===== src/rtl/piu_dyninfo_ctrl.sv =====
// piu_dyninfo_ctrl: sequencer for the PIU next-source datapath (piu_nextsrc).
// Accepts one patch-op command per handshake and drives the piu_nextsrc strobes.
// Owns the pchlist/esmon/merged state registers. Streams the set-bit indices of
// the selected register, lowest first, one per accepted output beat.
// Optional feature: define PIU_CTRL_PERFCNT_EN to build the emitted-index counter.
//
// Handshakes: a transfer happens on a cycle where valid and ready are both high
// at the rising clock edge. The producer holds valid and payload stable until
// ready is seen. in_ready is high only in IDLE. Once out_valid rises it stays
// high with a stable out_pchidx until out_ready is seen.
module piu_dyninfo_ctrl #(
  parameter  int NUM_PCHROW = 4,
  parameter  int NUM_PCHCOL = 7,
  localparam int NUM_PCH    = NUM_PCHROW * NUM_PCHCOL,
  localparam int IDXW       = $clog2(NUM_PCH)
) (
  input  logic               clk,
  input  logic               rst_n,
  input  logic               in_valid,
  output logic               in_ready,
  input  logic [2:0]         in_opcode,
  input  logic [NUM_PCH-1:0] in_pchlist,
  output logic [NUM_PCH-1:0] pch_list,
  output logic               take_in,
  output logic               prep_dyninfo,
  output logic               split_dyninfo,
  output logic               set_merged,
  output logic               copy_merged,
  output logic [1:0]         sel_pchidxsrc,
  output logic [NUM_PCH-1:0] next_pchidxsrc,
  output logic [NUM_PCH-1:0] merged_mem,
  input  logic [NUM_PCH-1:0] next_pchlist,
  input  logic [NUM_PCH-1:0] next_esmon,
  input  logic [NUM_PCH-1:0] next_merged,
  output logic               out_valid,
  input  logic               out_ready,
  output logic [IDXW-1:0]    out_pchidx,
  output logic               done,
  output logic               err,
  output logic [31:0]        perf_cnt,
  output logic [1:0]         dbg_state,
  output logic [NUM_PCH-1:0] dbg_pchlist,
  output logic [NUM_PCH-1:0] dbg_esmon
);

  localparam logic [2:0] OP_LIST  = 3'd0;
  localparam logic [2:0] OP_PREP  = 3'd1;
  localparam logic [2:0] OP_SPLIT = 3'd2;
  localparam logic [2:0] OP_MERGE = 3'd3;
  localparam logic [2:0] OP_COPY  = 3'd4;

  // Scan source selector encoding shared with piu_nextsrc.
  localparam logic [1:0] SRC_NONE    = 2'b00;
  localparam logic [1:0] SRC_PCHLIST = 2'b01;
  localparam logic [1:0] SRC_ESMON   = 2'b10;
  localparam logic [1:0] SRC_MERGED  = 2'b11;

  typedef enum logic [1:0] {
    S_IDLE = 2'd0,
    S_TAKE = 2'd1,
    S_SCAN = 2'd2,
    S_DONE = 2'd3
  } state_t;

  state_t               state;
  logic [1:0]           target_q;
  logic [NUM_PCH-1:0]   pchlist_q;
  logic [NUM_PCH-1:0]   esmon_q;
  logic [NUM_PCH-1:0]   merged_q;
  logic [NUM_PCH-1:0]   scan_mask;
  logic [IDXW-1:0]      scan_idx;
  logic                 beat;

  assign in_ready    = (state == S_IDLE);
  assign merged_mem  = merged_q;
  assign dbg_state   = state;
  assign dbg_pchlist = pchlist_q;
  assign dbg_esmon   = esmon_q;
  assign beat        = out_valid & out_ready;

  // Scan datapath: pick the target register, find its lowest set bit, clear it.
  always_comb begin
    scan_mask = '0;
    if (state == S_SCAN) begin
      case (target_q)
        SRC_PCHLIST: scan_mask = pchlist_q;
        SRC_ESMON:   scan_mask = esmon_q;
        SRC_MERGED:  scan_mask = merged_q;
        default:     scan_mask = '0;
      endcase
    end
    scan_idx = '0;
    for (int i = NUM_PCH - 1; i >= 0; i--) begin
      if (scan_mask[i]) scan_idx = IDXW'(i);
    end
    next_pchidxsrc = scan_mask & ~(NUM_PCH'(1) << scan_idx);
    out_valid      = (state == S_SCAN) && (scan_mask != '0);
    out_pchidx     = scan_idx;
    sel_pchidxsrc  = (state == S_SCAN) ? target_q : SRC_NONE;
  end

  // Control FSM: state, latched command, registered strobes, done and err pulses.
  always_ff @(posedge clk) begin
    if (!rst_n) begin
      state         <= S_IDLE;
      target_q      <= SRC_NONE;
      pch_list      <= '0;
      take_in       <= 1'b0;
      prep_dyninfo  <= 1'b0;
      split_dyninfo <= 1'b0;
      set_merged    <= 1'b0;
      copy_merged   <= 1'b0;
      done          <= 1'b0;
      err           <= 1'b0;
    end else begin
      take_in       <= 1'b0;
      prep_dyninfo  <= 1'b0;
      split_dyninfo <= 1'b0;
      set_merged    <= 1'b0;
      copy_merged   <= 1'b0;
      done          <= 1'b0;
      err           <= 1'b0;
      case (state)
        S_IDLE: begin
          if (in_valid) begin
            pch_list <= in_pchlist;
            state    <= S_TAKE;
            case (in_opcode)
              OP_LIST:  begin take_in <= 1'b1; target_q <= SRC_PCHLIST; end
              OP_PREP:  begin take_in <= 1'b1; prep_dyninfo <= 1'b1; target_q <= SRC_ESMON; end
              OP_SPLIT: begin take_in <= 1'b1; split_dyninfo <= 1'b1; target_q <= SRC_ESMON; end
              OP_MERGE: begin take_in <= 1'b1; set_merged <= 1'b1; target_q <= SRC_MERGED; end
              OP_COPY:  begin copy_merged <= 1'b1; target_q <= SRC_MERGED; end
              default:  err <= 1'b1;
            endcase
          end
        end
        // An illegal command has err high in TAKE and returns straight to IDLE.
        S_TAKE: state <= err ? S_IDLE : S_SCAN;
        S_SCAN: begin
          if (scan_mask == '0) begin
            state <= S_DONE;
            done  <= 1'b1;
          end
        end
        S_DONE: state <= S_IDLE;
        default: state <= S_IDLE;
      endcase
    end
  end

  // State registers: load from piu_nextsrc on TAKE strobes and on each accepted beat.
  always_ff @(posedge clk) begin
    if (!rst_n) begin
      pchlist_q <= '0;
      esmon_q   <= '0;
      merged_q  <= '0;
    end else begin
      if (take_in) pchlist_q <= next_pchlist;
      if (prep_dyninfo || split_dyninfo || set_merged) esmon_q <= next_esmon;
      if (set_merged || copy_merged) merged_q <= next_merged;
      if (beat) begin
        case (target_q)
          SRC_PCHLIST: pchlist_q <= next_pchlist;
          SRC_ESMON:   esmon_q   <= next_esmon;
          SRC_MERGED:  merged_q  <= next_merged;
          default:     ;
        endcase
      end
    end
  end

`ifdef PIU_CTRL_PERFCNT_EN
  logic [31:0] perf_q;

  // Emitted-index counter; wraps naturally, cleared only by reset.
  always_ff @(posedge clk) begin
    if (!rst_n) perf_q <= '0;
    else if (beat) perf_q <= perf_q + 32'd1;
  end

  assign perf_cnt = perf_q;
`else
  assign perf_cnt = '0;
`endif

endmodule

===== config.mk =====
export PLATFORM = sky130hd
export DESIGN_NAME = piu_dyninfo_ctrl
export DESIGN_NICKNAME = d
export VERILOG_FILES = /design/src/rtl/piu_dyninfo_ctrl.sv
export SDC_FILE = /design/constraint.sdc
export NUM_CORES = 1
export LEC_CHECK = 0
export ABC_AREA = 0
export BUFFER_PORTS_ARGS = -buffer_cell sky130_fd_sc_hd__buf_2
export CAP_MARGIN = 25
export CELL_PAD_IN_SITES_DETAIL_PLACEMENT = 1
export CELL_PAD_IN_SITES_GLOBAL_PLACEMENT = 2
export CORE_UTILIZATION = 28
export DETAILED_ROUTE_END_ITERATION = 16
export GPL_TIMING_DRIVEN = 0
export PLACE_DENSITY_LB_ADDON = 0.1
export SYNTH_ARGS = -nofsm -noshare
export SYNTH_HDL_FRONTEND = slang
export SYNTH_SLANG_ARGS = --single-unit
export TNS_END_PERCENT = 30

===== constraint.sdc =====
create_clock -name clk -period 8.9 [get_ports clk]
set_input_delay 1.335 -clock clk [delete_from_list [all_inputs] [get_ports clk]]
set_output_delay 1.335 -clock clk [all_outputs]
set_load 0.01 [all_outputs]

==> results.py, run 1 <==
metrics = {
    "die": {
        "die_x_um": 155,
        "die_y_um": 155,
        "initial_core_util": 0.288,
        "num_rows": 55,
        "core_region_area_mm2": 0.0228,
        "die_area_mm2": 0.0241,
        "io_pins": 309,
    },
    "finish": {
        "fill_cells": 2825,
        "nets": 1184,
        "diodes": 0,
        "design_area_mm2": 0.00906,
        "layout-drive-gt1-share": 0.362,
        "seqCellArea_mm2": 0.00246,
        "area_growth_syn_to_layout_pct": 37.6,
        "multi_input_area_mm2": 0.00363,
    },
    "sta": {
        "fmax_ghz": 0.181,
        "final_hold_viol_count": 0,
        "tns_ns": 0,
        "report.final.slew_viol_count": 0,
        "rsz0062_at_grt": "false",
        "relSlewSlack": 0.492,
        "skew_ns": 0.0135,
        "period_share": 0.622,
        "setup_viol": 0,
        "final.min_clock_period_ns": 5.53,
        "worst_pin_slew_ns": 0.757,
    },
    "clock_network": {
        "cts_resized": 0,
        "cts_sinks": 123,
        "cts_buffer_depth": 2,
        "clk_pin_slew_ns": 0.06,
        "cts_inserted_buffers": 17,
        "cts_root_buf": "clkbuf_16",
        "cts_tree": "built",
        "cts_htree_levels": 4,
        "cts_hold_buf": 0,
        "postCtsSetupBuffers": 0,
        "worstSkewPairLatency_ns": 0.43,
    },
    "detailed_routing": {
        "dr.pass1.iters": 4,
        "drc": 0,
        "viasPerCell": 4.73,
        "drt-total-wl_um": 26700,
        "antenna_left": 0,
        "route.vias.total": 6583,
        "drt_iter0_drc": 302,
        "wl_per_cell_um": 19.2,
    },
    "synthesis": {
        "yosys.area_share.simple": 0.183,
        "synth_edf_count": 0,
        "ys_seq_elements": 123,
        "syn_avg_cell_area_um2": 8.90,
        "muxShareOfSynthArea": 0.177,
        "synth_area_leaders": "dfxtp_1 37%, mux2i_1 13%, nand2_1 11%",
        "synth-main-ff-cell": "dfxtp_1",
        "yosysUniqueCellTypes": 53,
        "yosysMostFrequentCell": "nand2_1",
        "synth-compound-area-share": 0.173,
        "synthesis.area_mm2": 0.00658,
        "synth_top_family_by_area": "simple AND/OR/NAND/NOR gates",
        "synth-xor-area-share": 0,
        "synthAdderAreaFrac": 0,
        "netlist.area_leader.share": 0.374,
        "yosysWarnings": 0,
        "ys_seq_area_frac": 0.374,
        "syn_inst": 740,
        "synth_common_cells": "186 x nand2_1, 123 x dfxtp_1, 84 x mux2i_1",
        "async_flop_share": 0,
        "yosys.area.top_type": "dfxtp_1",
    },
    "power": {
        "p_total_w": 0.00155,
        "p_leak_nw": 4.74,
        "p_per_area_mw_per_mm2": 172,
        "ir_worst_vdd_mv": 0.112,
    },
    "grt": {
        "grt_util_all_layers": 0.224,
        "grt.overflow.total": 0,
        "grt_pass1_wl_um": 40300,
        "grt_max_degree": 17,
        "first_global_vias": 6873,
        "antenna_found_initial": 3,
    },
    "placed_design": {
        "gp_congestion": 0.828,
        "placed_area_mm2": 0.00847,
        "portBuffers": 274,
        "post-dp-hpwl_um": 21300,
    },
    "worst_setup_path": {
        "slowest_delay_ns": 0.58,
        "crit_type": "flip-flop to output port",
        "required_ns": 7.57,
        "worstPathBufferInverterCount": 3,
        "path_max_fanout": 10,
        "path_cells": "buf_6 -> clkbuf_1 -> mux2_2 -> a22oi_1 -> a211oi_1 -> a2111o_1 -> a311oi_2 -> a21boi_1 -> a211oi_1 -> buf_2",
        "worstPathArrival_ns": 4.20,
        "crit_family": "compound AO/OA/AOI/OAI gates",
        "start_kind": "flip-flop",
        "end_kind": "output port",
        "cp_common_cell": "a211oi_1",
        "slowest_stage": "a311oi_2",
    },
    "run": {
        "max_cap_viol_count": 0,
    },
    "outcome": {
        "status": "complete, no violations",
    },
    "hold_path": {
        "hold_path_class": "flip-flop to flip-flop",
    },
}
[registers in the layout, indices dropped and copies added, names as in the netlist, 2 cells and up, named ones only]
signal and flops:
dbg_esmon 28, dbg_pchlist 28, merged_mem 28, pch_list 28, target_q 2
[layer usage]
metal,up-vias,GRT usage,share of wire
li1,3187,-,-
met1,3138,0.257,0.42
met2,226,0.397,0.49
met3,26,0.0788,0.079
met4,6,0.0537,0.012
met5,-,0,0.0017
[placed cells by master, fill, tap and decap left out, types with 17 or more instances in the layout]
cell / synthesis / routed
buf_4: 36 / 36
mux2i_1: 84 / 84
nand2_1: 186 / 186
conb_1: 1 / 33
mux2_2: 24 / 24
dfxtp_1: 123 / 123
nor2b_1: 30 / 30
a21oi_1: 17 / 17
clkbuf_16: 0 / 17
a22oi_1: 17 / 17
a21boi_0: 30 / 30
nor2_1: 17 / 17
clkbuf_1: 35 / 36
a22o_1: 26 / 26
buf_2: 3 / 277
[area by class of cell]
class                           instances  area share
Multi-Input combinational cell        557       0.401
Buffer                                 88      0.0656
Inverter                                4     0.00166
Clock buffer                           18      0.0474
Sequential cell                       123       0.272
Tap cell                              313      0.0432
Clock inverter                         14      0.0178
Timing Repair Buffer                  274       0.151
[stage by stage]
step	worst slack, ns	instances	util	hold WS (ns)
CTS	3.31	1391	0.396	0.465
global route	3.07	1391	0.396	0.487
finish	3.37	1391	0.396	0.462
detailed placement	3.79	1359	0.371	0.456
global placement	3.76	1359	0.371	0.449
floorplan	4.63	772	-	0.488
[worst min-delay path: stages, from the launching register on]
cell and delay (ns):
dfxtp_1 0.31, nand2_1 0.04, a21boi_0 0.06
[path summary, 6_finish.rpt]
path                            cells past startpoint  slack, ns    startpoint                  to
worst max register to register                     12       5.28   target_q[1]        dbg_esmon[2]
worst min register to register                      2       0.46  pch_list[17]        pch_list[17]
worst min-delay path                                2       0.46  pch_list[17]        pch_list[17]
worst max-delay path                               10       3.37   target_q[1]  next_pchidxsrc[10]
[cell families (layout without fill, tap and decap cells)]
kind of cell	count (synthesis)	after routing
flops	123	123
simple gates	267	267
buf+inv	92	398
mux	112	112
compound gates	145	145
other cells	1	33
[report_power, final]
part,internal (W),leakage [nW],total [W],switching [W]
clock network,0.000419,0.272,0.000716,0.000297
registers,0.000577,0.999,0.000596,0.0000195
logic,0.000102,3.47,0.000242,0.000140
Power figures use the tool's default switching activity.
==> inputs of run 2 (changes only) <==
CORE_UTILIZATION = 24   (was 28)
clock period = 5 ns   (was 8.9 ns; I/O delays follow)
==> run 2 against run 1 <==
- combinational power increased by 81%
- first-iteration DRC count decreased by 16%
- non-clock buffer count unchanged
- total power increased by 83%
- cell area increased by 1.1%
- flip-flop and latch count unchanged
- largest power group unchanged
- highest routed layer unchanged
- clock skew decreased by 0.0037 ns
- via count decreased by 0.70%
- clock-buffer cell count unchanged
- sequential power increased by 78%
- utilization decreased by 5.7 points
==> results.py, run 2 (synthesis results as in run 1) <==
metrics = {
    "finish": {
        "nets": 1184,
        "fill_cells": 3297,
        "layout-drive-gt1-share": 0.368,
        "mostFrequentLayoutCell": "buf_2",
        "area_growth_syn_to_layout_pct": 39.1,
        "utilization": 0.340,
        "design_area_mm2": 0.00916,
        "final_cell_mix": "277 x buf_2, 186 x nand2_1, 123 x dfxtp_1",
    },
    "worst_setup_path": {
        "slowest_delay_ns": 0.56,
        "r2r_setup_slack_ns": 1.55,
        "path_cells": "buf_6 -> nor2b_4 -> buf_6 -> buf_2 -> buf_1 -> a22oi_1 -> a21oi_1 -> a41o_1 -> o311ai_1 -> and3_1 -> buf_2 -> a211oi_1 -> buf_2",
        "crit_family": "buffers and inverters",
        "slowest_stage": "buf_1",
        "worstPathArrival_ns": 4.06,
        "required_ns": 4.25,
        "crit_type": "flip-flop to output port",
        "path_max_fanout": 10,
        "start_kind": "flip-flop",
        "worstPathBufferInverterCount": 6,
        "end_kind": "output port",
        "cp_common_cell": "buf_2",
    },
    "grt": {
        "first_global_vias": 6882,
        "grt_pass1_wl_um": 42800,
        "grt_util_all_layers": 0.203,
        "grt_max_degree": 17,
        "antenna_found_initial": 2,
        "grt.overflow.total": 0,
    },
    "clock_network": {
        "cts_hold_buf": 0,
        "clk_pin_slew_ns": 0.06,
        "cts_htree_levels": 4,
        "worstSkewPairLatency_ns": 0.42,
        "cts_root_buf": "clkbuf_16",
        "cts_sinks": 123,
        "cts_inserted_buffers": 17,
        "cts_buffer_depth": 2,
        "cts_tree": "built",
    },
    "placed_design": {
        "pre_cts_ws_ns": -0.106,
        "post-dp-hpwl_um": 22200,
        "portBuffers": 274,
        "placed_area_mm2": 0.00850,
        "gp_congestion": 0.867,
    },
    "detailed_routing": {
        "drc": 0,
        "drt_iter0_drc": 254,
        "viasPerCell": 4.60,
        "dr.pass1.iters": 4,
        "drt-total-wl_um": 28200,
        "wl_per_cell_um": 19.9,
        "antenna_left": 0,
        "route.vias.total": 6537,
    },
    "sta": {
        "report.final.slew_viol_count": 0,
        "hold_ws_ns": 0.462,
        "worst_pin_slew_ns": 0.847,
        "final.min_clock_period_ns": 4.81,
        "rsz0062_at_grt": "false",
        "fmax_ghz": 0.208,
        "setup_viol": 0,
        "period_share": 0.962,
        "skew_ns": 0.00981,
        "setup_slack_ns": 0.192,
        "final_hold_viol_count": 0,
        "relSlewSlack": 0.436,
    },
    "die": {
        "die_x_um": 168,
        "die_area_mm2": 0.0281,
        "io_pins": 309,
        "core_region_area_mm2": 0.0270,
        "num_rows": 60,
        "die_y_um": 168,
        "initial_core_util": 0.244,
    },
    "outcome": {
        "status": "complete, no violations",
    },
    "power": {
        "ir_worst_vdd_mv": 0.206,
        "p_per_area_mw_per_mm2": 311,
        "p_total_w": 0.00285,
        "p_leak_nw": 4.80,
    },
    "run": {
        "max_cap_viol_count": 0,
    },
    "hold_path": {
        "hold_path_class": "flip-flop to flip-flop",
    },
}
## run 2: cell types whose count changed in the layout (fill, tap and decap cells not counted), sizes merged
cell      delta
bufinv       +2
clkinv       +6
clkinvlp     -5
diode        +1
inv          -3
## run 2: what timing repair did
| action | in CTS | in global routing |
|---|---|---|
| cloned | 0 | 0 |
| endpoints found under the setup margin | 24 | 16 |
| buffers inserted | 0 | 0 |
| gates resized for setup | 4 | 5 |
| endpoints found under the hold margin | 0 | 0 |
## run 2: layout make-up
type,count,area (um^2),area share
Multi-Input combinational cell,557,3660,0.400
Buffer,88,599,0.0654
Clock buffer,18,429,0.0469
Tap cell,341,427,0.0466
Antenna cell,1,2.50,0.000273
Clock inverter,14,193,0.0210
Inverter,4,15.0,0.00164
Sequential cell,123,2460,0.269
Timing Repair Buffer,274,1370,0.150
## run 2: worst register-to-register path: cells and delay by family, from the launching register on
family | cells | cell delay, ns
buffers and inverters | 5 | 0.89
DFF | 1 | 0.33
and+or+nand+nor | 2 | 0.93
muxes | 2 | 0.57
AOI/OAI and AO/OA | 3 | 0.67
## run 2: worst paths after layout
kind,depth (start not counted),end,start
worst max-delay path,13,next_pchidxsrc[3],target_q[1]
worst min-delay path,2,pch_list[17],pch_list[17]
worst max register to register,12,merged_mem[23],target_q[1]
worst min register to register,2,pch_list[17],pch_list[17]
## run 2: where the power goes
part           switching [W]  total, W  internal (W)  leakage [nW]
combinational       0.000256  0.000439      0.000183          3.49
clock               0.000509   0.00135      0.000838         0.309
sequential         0.0000342   0.00106       0.00103         0.999
total               0.000800   0.00285       0.00205          4.80
## run 2: metrics by stage
stage          instances  TNS (ns)
6_report            1420         0
5_1_grt             1419         0
4_1_cts             1419         0
3_5_place_dp        1387    -0.284
3_3_place_gp        1387    -0.582
2_1_floorplan        772         0
## run 2: layer usage
metal | up-vias | share of wire | track usage
met1 | 3119 | 0.45 | 0.255
li1 | 3181 | - | -
met5 | - | 0.00060 | 0
met2 | 210 | 0.48 | 0.340
met4 | 2 | 0.017 | 0.0554
met3 | 25 | 0.057 | 0.0522
